$ cat src/rtl/ocp_arbiter_n.sv
// N-master to 1-slave OCP arbiter with round-robin or fixed-priority selection.
// The grant is held from the command through the response, with an optional response timeout.
`ifndef ADDR_WIDTH
`define ADDR_WIDTH 32
`endif
`ifndef DATA_WIDTH
`define DATA_WIDTH 32
`endif
`ifndef BEN_WIDTH
`define BEN_WIDTH 4
`endif
`ifndef OCP_CMD_IDLE
`define OCP_CMD_IDLE  3'b000
`define OCP_CMD_WRITE 3'b001
`define OCP_CMD_READ  3'b010
`endif
`ifndef OCP_RESP_NULL
`define OCP_RESP_NULL 2'b00
`define OCP_RESP_DVA  2'b01
`define OCP_RESP_FAIL 2'b10
`define OCP_RESP_ERR  2'b11
`endif

module ocp_arbiter_n #(
    parameter int NMASTERS  = 4,
    parameter int PRIO_MODE = 0,
    parameter int TIMEOUT   = 0,
    parameter int CNT_W     = 16
) (
    input  logic                             clk,
    input  logic                             nrst,
    input  logic [NMASTERS*`ADDR_WIDTH-1:0]  i_MAddr,
    input  logic [NMASTERS*3-1:0]            i_MCmd,
    input  logic [NMASTERS*`DATA_WIDTH-1:0]  i_MData,
    input  logic [NMASTERS*`BEN_WIDTH-1:0]   i_MByteEn,
    output logic [NMASTERS-1:0]              o_SCmdAccept,
    output logic [NMASTERS*`DATA_WIDTH-1:0]  o_SData,
    output logic [NMASTERS*2-1:0]            o_SResp,
    output logic [`ADDR_WIDTH-1:0]           o_MAddr,
    output logic [2:0]                       o_MCmd,
    output logic [`DATA_WIDTH-1:0]           o_MData,
    output logic [`BEN_WIDTH-1:0]            o_MByteEn,
    input  logic                             i_SCmdAccept,
    input  logic [`DATA_WIDTH-1:0]           i_SData,
    input  logic [1:0]                       i_SResp,
    output logic [NMASTERS-1:0]              o_grant,
    output logic [1:0]                       o_state
);

    // Handshake: a command is transferred in a CMD cycle where the granted MCmd != IDLE
    // and i_SCmdAccept=1; the transaction completes in the RESP cycle with SResp != NULL.

    localparam int IDX_W = $clog2(NMASTERS);

    typedef enum logic [1:0] {
        S_IDLE = 2'd0,
        S_CMD  = 2'd1,
        S_RESP = 2'd2
    } state_t;

    state_t             state, state_nxt;
    logic [IDX_W-1:0]   gnt_idx, gnt_idx_nxt;
    logic [IDX_W-1:0]   rr_ptr, rr_ptr_nxt;
    logic [IDX_W-1:0]   winner;
    logic [IDX_W-1:0]   ptr_after;
    logic [CNT_W-1:0]   cnt, cnt_nxt;
    logic [NMASTERS-1:0] req;
    logic               resp_err;

    always_comb begin
        req = '0;
        for (int k = 0; k < NMASTERS; k++) begin
            req[k] = (i_MCmd[k*3 +: 3] != `OCP_CMD_IDLE);
        end
    end

    // Winner search: from rr_ptr upward with wrap, or from index 0 in priority mode.
    always_comb begin : sel_p
        int   idx;
        logic found;
        winner = '0;
        found  = 1'b0;
        idx    = 0;
        for (int i = 0; i < NMASTERS; i++) begin
            if (PRIO_MODE == 0) begin
                idx = (int'(rr_ptr) + i) % NMASTERS;
            end else begin
                idx = i;
            end
            if (!found && req[idx[IDX_W-1:0]]) begin
                found  = 1'b1;
                winner = idx[IDX_W-1:0];
            end
        end
    end

    assign ptr_after = (gnt_idx == IDX_W'(NMASTERS - 1)) ? '0 : gnt_idx + 1'b1;

    always_comb begin
        state_nxt   = state;
        gnt_idx_nxt = gnt_idx;
        rr_ptr_nxt  = rr_ptr;
        cnt_nxt     = cnt;
        resp_err    = 1'b0;
        case (state)
            S_IDLE: begin
                if (|req) begin
                    gnt_idx_nxt = winner;
                    state_nxt   = S_CMD;
                end
            end
            S_CMD: begin
                // A withdrawn command is abandoned even if the slave accepts in the same cycle,
                // because the slave saw only IDLE on o_MCmd.
                if (!req[gnt_idx]) begin
                    state_nxt = S_IDLE;
                end else if (i_SCmdAccept) begin
                    state_nxt = S_RESP;
                    cnt_nxt   = '0;
                end
            end
            S_RESP: begin
                if (i_SResp != `OCP_RESP_NULL) begin
                    state_nxt  = S_IDLE;
                    rr_ptr_nxt = ptr_after;
                end else if (TIMEOUT > 0 && cnt == CNT_W'(TIMEOUT)) begin
                    resp_err   = 1'b1;
                    state_nxt  = S_IDLE;
                    rr_ptr_nxt = ptr_after;
                end else if (TIMEOUT > 0) begin
                    cnt_nxt = cnt + 1'b1;
                end
            end
            default: state_nxt = S_IDLE;
        endcase
    end

    always_ff @(posedge clk or negedge nrst) begin
        if (!nrst) begin
            state   <= S_IDLE;
            gnt_idx <= '0;
            rr_ptr  <= '0;
            cnt     <= '0;
        end else begin
            state   <= state_nxt;
            gnt_idx <= gnt_idx_nxt;
            rr_ptr  <= rr_ptr_nxt;
            cnt     <= cnt_nxt;
        end
    end

    always_comb begin
        o_MAddr      = '0;
        o_MCmd       = `OCP_CMD_IDLE;
        o_MData      = '0;
        o_MByteEn    = '0;
        o_SCmdAccept = '0;
        o_SData      = '0;
        o_SResp      = '0;
        case (state)
            S_CMD: begin
                o_MAddr               = i_MAddr[gnt_idx*`ADDR_WIDTH +: `ADDR_WIDTH];
                o_MCmd                = i_MCmd[gnt_idx*3 +: 3];
                o_MData               = i_MData[gnt_idx*`DATA_WIDTH +: `DATA_WIDTH];
                o_MByteEn             = i_MByteEn[gnt_idx*`BEN_WIDTH +: `BEN_WIDTH];
                o_SCmdAccept[gnt_idx] = i_SCmdAccept;
            end
            S_RESP: begin
                if (resp_err) begin
                    o_SResp[gnt_idx*2 +: 2] = `OCP_RESP_ERR;
                end else begin
                    o_SResp[gnt_idx*2 +: 2]                  = i_SResp;
                    o_SData[gnt_idx*`DATA_WIDTH +: `DATA_WIDTH] = i_SData;
                end
            end
            default: ;
        endcase
    end

    assign o_grant = (state == S_IDLE) ? '0 : ({{(NMASTERS-1){1'b0}}, 1'b1} << gnt_idx);
    assign o_state = state;

endmodule

$ cat config.mk
export PLATFORM = sky130hd
export DESIGN_NAME = ocp_arbiter_n
export DESIGN_NICKNAME = d
export VERILOG_FILES = /design/src/rtl/ocp_arbiter_n.sv
export SDC_FILE = /design/constraint.sdc
export NUM_CORES = 1
export LEC_CHECK = 0
export CAP_MARGIN = 0
export CORE_AREA = 2 2 206 208
export DETAILED_ROUTE_END_ITERATION = 7
export DIE_AREA = 0 0 208 210
export SETUP_SLACK_MARGIN = 0.02
export SLEW_MARGIN = 20
export SYNTH_ARGS = -nofsm -noshare
export SYNTH_HDL_FRONTEND = slang
export SYNTH_SLANG_ARGS = --single-unit
$ cat constraint.sdc
create_clock -name clk -period 4.8 [get_ports clk]
set_input_delay 0.72 -clock clk [delete_from_list [all_inputs] [get_ports clk]]
set_output_delay 0.72 -clock clk [all_outputs]
set_load 0.005 [all_outputs]
==> run_results.csv, run 1 <==
group,metric,value,unit
synth,synth_most_common_cell,"and2_1",
layout,fillCellCount,4544,
placed_design,postPlaceCellArea,9664,um^2
critical_path,cpPeakStageDelay,710,ps
detailed_routing,antenna_left,0,
sta,tightest_slew,870.7,ps
global_route,antenna_found_initial,0,
cts,cts_resized,0,
hold_path,worst_hold_path.num_cells,1,
status,outcome,"finished clean",
floorplanning,num_rows,75,
synth,ys_warn_count,0,
synth,synth_area_leaders,"mux4_2, and2_1, dfrtp_1, clkbuf_1, ha_1",
placed_design,io_buffer_count,537,
synth,synthesis.area,3690,um^2
sta,hold_violations,0,
floorplanning,die_y,210,um
cts,clock_path_buffers,2,
sta,setup_tns,0,ps
power_and_ir_drop,p_leak,0.003385,uW
power_and_ir_drop,power_density,284.5,nW/um^2
floorplanning,initial_core_util,0.08896,
critical_path,critPathKind,"reg -> out",
critical_path,path_delay_family,"buffers and inverters",
critical_path,start_kind,"register",
critical_path,cpMaxStageDelayCell,"dfrtp_4",
synth,seq_area_frac_synth,0.04069,
sta,max_freq,0.2536,GHz
job,maxCapViolations,0,
detailed_routing,dr.pass1.iters,4,
layout,area_growth,164.0,%
detailed_routing,via_per_inst,3.611,
sta,relSlewSlack,0.4164,
placed_design,place.gp.congestion,0.8477,
synth,avgSynthCellArea,9.684,um^2
critical_path,path_cells,"inv_1 -> ha_1 -> nor3_1 -> and3b_1 -> buf_4 -> and2_1 -> clkdlybuf4s50_1",
critical_path,critical_path_depth,7,
hold_path,hold_path.class,"reg -> reg",
floorplanning,die_w,208,um
synth,syn-num-nets,708,
sta,rsz0062_at_grt,"no",
critical_path,crit_fanout,23,
layout,drive_gt1_frac,0.1053,
cts,numCtsBuffers,3,
cts,hold_buffers,0,
critical_path,worstPathArrival,3220,ps
placed_design,dp_hpwl,20.72,mm
critical_path,endpoint_kind,"output port",
synth,ys_ff_latch,6,
cts,cts.sinks,6,
detailed_routing,route.detailed.drc,0,
global_route,grt_pass1_vias,5449,
layout,postLayoutCoreUtil,0.2349,
critical_path,cp_data_required_time,4080,ps
detailed_routing,post_drt_wl_per_cell,16.50,um
floorplanning,core_area,41480,um^2
detailed_routing,wl,23.65,mm
cts,tritoncts,"built",
sta,final.setup_skew,5.401,ps
floorplanning,ioPinCount,538,
global_route,grt_max_degree,76,
synth,async_reset_ff_frac,1.000,
synth,ys_types,36,
synth,yosysTopAreaCell,"mux4_2",
sta,period_needed,3944,ps
detailed_routing,drt_first_iter_violations,114,
sta,slew_violations,0,
critical_path,cp_num_buf_inv,3,
cts,clk-insertion-delay-late,230,ps
floorplanning,fp.dieArea,43680,um^2
synth,synth_edf_count,0,
cts,post_cts_buffers,0,
global_route,grt-ovfl-total,0,
sta,period_share,0.8216,
sta,finalSetupViolations,0,
synth,ys_top_cells_by_count,"and2_1, mux4_2, clkbuf_1",
layout,design_area,9742,um^2
critical_path,r2r_cells,3,
synth,yosysTopAreaCellShare,0.4395,
synth,netlist_instances,381,
cts,clockRootBuffer,"clkbuf_16",
detailed_routing,vias,5174,
layout,fin_nets,1222,
synth,synthFlopType,"dfrtp_1",
power_and_ir_drop,ir_drop,0.0001996,V
global_route,grt_pass1_wl,34.02,mm
global_route,grt_util_all_layers,0.1006,
cts,clk_pin_slew,40,ps
cts,cts.htree.levels,1,
[metal layers]
layer	wire, um	up-vias	GRT usage
met5	0	-	0
met4	321	0	0.01932
met3	1618	19	0.01698
met2	12520	302	0.1919
met1	9192	2447	0.1179
li1	-	2406	-
[state kept, by name, summed over array words and instances (netlist names)]
name and flops:
gnt_idx 2, o_state 2, rr_ptr 2
[cell type report]
class	instances	area, um^2	share of cell area
antenna	1	2.502	0.0002569
multi-input combinational	335	3341	0.3429
inverter	3	11.26	0.001156
clock buffer	3	75.07	0.007706
sequential	6	157.7	0.01618
timing repair buffer	546	5480	0.5625
tap	539	674.4	0.06923
[layout by cell type, fill, tap and decap left out, types with 3 or more instances in the layout]
master             n
buf_12             3
nand2_1            6
nor3_1             4
and3_1             5
o21ai_1            3
clkbuf_16          3
clkdlybuf4s50_1  537
dfrtp_1            4
nor2_1             7
and2_1           206
mux4_2            72
buf_4              6
ha_1               6
nor2b_1            4
[through the flow]
| step | total power, uW | hold WS (ps) | std cells | setup slack, ps |
|---|---|---|---|---|
| floorplan | 1391 | 424.4 | 381 | 2442 |
| global placement | 2676 | 599.9 | 1429 | 1178 |
| detailed placement | 2672 | 608.7 | 1429 | 1040 |
| CTS | 2838 | 621.2 | 1432 | 792.3 |
| global route | 2972 | 650.9 | 1432 | 598.2 |
| finish | 2771 | 616.5 | 1433 | 856.4 |
[cells by family (layout without fill, tap and decap cells)]
kind of cell | after synthesis | in the layout | share of synthesized area
AO/OA/AOI/OAI | 15 | 15 | 0.02951
adder cells (fa/ha/maj) | 6 | 6 | 0.02035
buffers and inverters | 40 | 552 | 0.05595
flip-flops | 6 | 6 | 0.04069
multiplexers | 73 | 73 | 0.4425
other | 0 | 1 | 0
AND/OR/NAND/NOR | 241 | 241 | 0.4110
[path summary, 6_finish.rpt]
| kind | start | end | slack [ps] |
|---|---|---|---|
| worst min register to register | o_state[1]$_DFFE_PN0P_ | o_state[0]$_DFFE_PN0P_ | 620 |
| min in group asynchronous | nrst | rr_ptr[1]$_DFFE_PN0P_ | 760 |
| worst max register to register | gnt_idx[0]$_DFFE_PN0P_ | rr_ptr[1]$_DFFE_PN0P_ | 3020 |
| max in group asynchronous | nrst | gnt_idx[1]$_DFFE_PN0P_ | 3760 |
| worst min-delay path | o_state[1]$_DFFE_PN0P_ | o_state[0]$_DFFE_PN0P_ | 620 |
| worst max-delay path | gnt_idx[0]$_DFFE_PN0P_ | o_SData[100] | 860 |
[where the power goes]
part           switching, uW  internal, uW  leakage, uW
registers               83.8          79.5    0.0000716
logic                    925          1540      0.00328
clock network           32.3           107    0.0000370
Note: power is estimated with default switching activity, not from simulation.
==> run 2, diff against run 1 <==
- CORE_AREA: 2 2 206 208 -> 2 2 210 212
- DIE_AREA: 0 0 208 210 -> 0 0 212 214
- clock period: 4.8 -> 4 ns (I/O delays scaled with it)
==> run 2 against run 1 <==
Against the previous run: sequential power decreased by 7%; clock power up 23%; sequential share of layout area hardly changed; setup slack lost 330 ps; flip-flop and latch count did not move; routed wire length grew 5.3%; clock skew down 4.4 ps; utilization shrank 0.61 points; first-iteration DRC count up 61%; combinational power increased by 23%; power is 22% higher; critical endpoint is now o_SData[108]; highest routed layer unchanged.
==> run_results.csv, run 2 (synthesized netlist as in run 1, its figures left out) <==
group,metric,value,unit
status,outcome,"finished clean",
detailed_routing,vias,5171,
layout,drive_gt1_frac,0.1051,
cts,post_cts_buffers,0,
global_route,grt_pass1_vias,5466,
power_and_ir_drop,p_leak,0.003389,uW
floorplanning,num_rows,76,
cts,hold_buffers,0,
layout,design_area,9813,um^2
cts,clock_path_buffers,2,
sta,period_share,0.8691,
critical_path,cpMaxStageDelayCell,"and3b_1",
detailed_routing,dr.pass1.iters,4,
global_route,grt_max_degree,76,
sta,rsz0062_at_grt,"no",
placed_design,dp_hpwl,21.88,mm
global_route,grt-ovfl-total,0,
critical_path,worstPathArrival,2880,ps
sta,relSlewSlack,0.4595,
job,maxCapViolations,0,
placed_design,io_buffer_count,537,
power_and_ir_drop,ir_drop,0.0002702,V
cts,numCtsBuffers,3,
power_and_ir_drop,p_comb_frac,0.904,
sta,tightest_slew,804.5,ps
global_route,grt_util_all_layers,0.1044,
detailed_routing,antenna_left,0,
power_and_ir_drop,switchingPower,1293,uW
cts,cts_resized,0,
detailed_routing,dr_wl_met2,12.82,mm
global_route,antenna_found_initial,0,
critical_path,crit_fanout,20,
power_and_ir_drop,clkPwrFrac,0.051,
sta,final.setup_skew,1.025,ps
critical_path,path_delay_family,"simple AND/OR/NAND/NOR gates",
floorplanning,core_area,42890,um^2
sta,setup_tns,0,ps
cts,clk-insertion-delay-late,230,ps
detailed_routing,met1_length,9.873,mm
placed_design,postPlaceCellArea,9734,um^2
floorplanning,ioPinCount,538,
floorplanning,initial_core_util,0.08604,
power_and_ir_drop,power_density,344.1,nW/um^2
detailed_routing,route.detailed.drc,0,
detailed_routing,via_per_inst,3.496,
layout,area_growth,166.0,%
sta,period_needed,3476,ps
detailed_routing,dr_wl_met3,1.802,mm
cts,tritoncts,"built",
sta,max_freq,0.2877,GHz
floorplanning,fp.dieArea,45370,um^2
layout,layout_commonest_cell,"clkdlybuf4s50_1",
sta,hold_violations,0,
cts,clk_pin_slew,40,ps
layout,mostFrequentLayoutCells,"clkdlybuf4s50_1, and2_1, mux4_2",
global_route,grt_pass1_wl,35.77,mm
floorplanning,die_y,214,um
detailed_routing,topRoutingLayerUsed,"met4",
cts,cts.htree.levels,1,
power_and_ir_drop,switching_share,0.3829,
power_and_ir_drop,cell_internal_pwr,2084,uW
critical_path,start_kind,"register",
critical_path,cpPeakStageDelay,630,ps
layout,fin_nets,1222,
floorplanning,die_w,212,um
sta,slew_violations,0,
detailed_routing,wl,24.90,mm
critical_path,critPathKind,"reg -> out",
hold_path,hold_path.class,"reg -> reg",
placed_design,place.gp.congestion,0.8857,
layout,n_antenna_cell,0,
cts,cts.sinks,6,
critical_path,cp_num_buf_inv,3,
cts,clockRootBuffer,"clkbuf_16",
sta,finalSetupViolations,0,
detailed_routing,post_drt_wl_per_cell,16.84,um
critical_path,endpoint_kind,"output port",
power_and_ir_drop,seq_power_share,0.045,
critical_path,path_cells,"inv_1 -> ha_1 -> nor3_1 -> and3b_1 -> buf_12 -> and2_1 -> clkdlybuf4s50_1",
critical_path,cp_data_required_time,3400,ps
detailed_routing,drt_first_iter_violations,184,
## run 2: metal layers
metal | GRT usage | up-vias
li1 | - | 2400
met1 | 0.1242 | 2456
met2 | 0.1944 | 300
met3 | 0.01789 | 15
met4 | 0.02042 | 0
met5 | 0 | -
## run 2: area by class of cell
class,instances,area (um^2)
clock buffers,4,78.83
fillers,4697,33070
inverters,3,11.26
multi-input cells,335,3341
flip-flops and latches,6,157.7
well taps,585,732.0
repair buffers,546,5493
## run 2: final timing paths
check                                       startpoint                endpoint  slack [ps]  cells after the start
worst max-delay path            gnt_idx[0]$_DFFE_PN0P_            o_SData[108]         520                      7
worst min-delay path            o_state[1]$_DFFE_PN0P_  o_state[0]$_DFFE_PN0P_         620                      1
worst max register to register  gnt_idx[1]$_DFFE_PN0P_  o_state[0]$_DFFE_PN0P_        2500                      3
worst min register to register  o_state[1]$_DFFE_PN0P_  o_state[0]$_DFFE_PN0P_         620                      1
max in group asynchronous                         nrst  gnt_idx[0]$_DFFE_PN0P_        3080                      1
min in group asynchronous                         nrst  gnt_idx[1]$_DFFE_PN0P_         640                      1
## run 2: worst register-to-register path: stages (launching register included)
cell and delay, ps:
dfrtp_4 480, inv_2 100, mux4_2 520, o41ai_1 270
## run 2: power by group through the flow
stage          Clock, uW  Sequential, uW  Combinational, uW
3_3_place_gp           0             148               3100
6_report             172             151               3050
5_1_grt              180             159               3300
2_1_floorplan          0             117               1550
3_5_place_dp           0             153               3120
4_1_cts              176             152               3130
## run 2: stage by stage
stage          hold WS [ps]  setup WS, ps  power (uW)  std cells  utilization
6_report              615.7         523.6        3377       1479       0.2288
3_5_place_dp          629.2         799.4        3272       1475       0.2270
2_1_floorplan         304.4          1762        1669        381            -
5_1_grt               652.4         287.9        3640       1479       0.2288
4_1_cts               634.0         505.1        3460       1479       0.2288
3_3_place_gp          592.8         851.3        3251       1475       0.2270
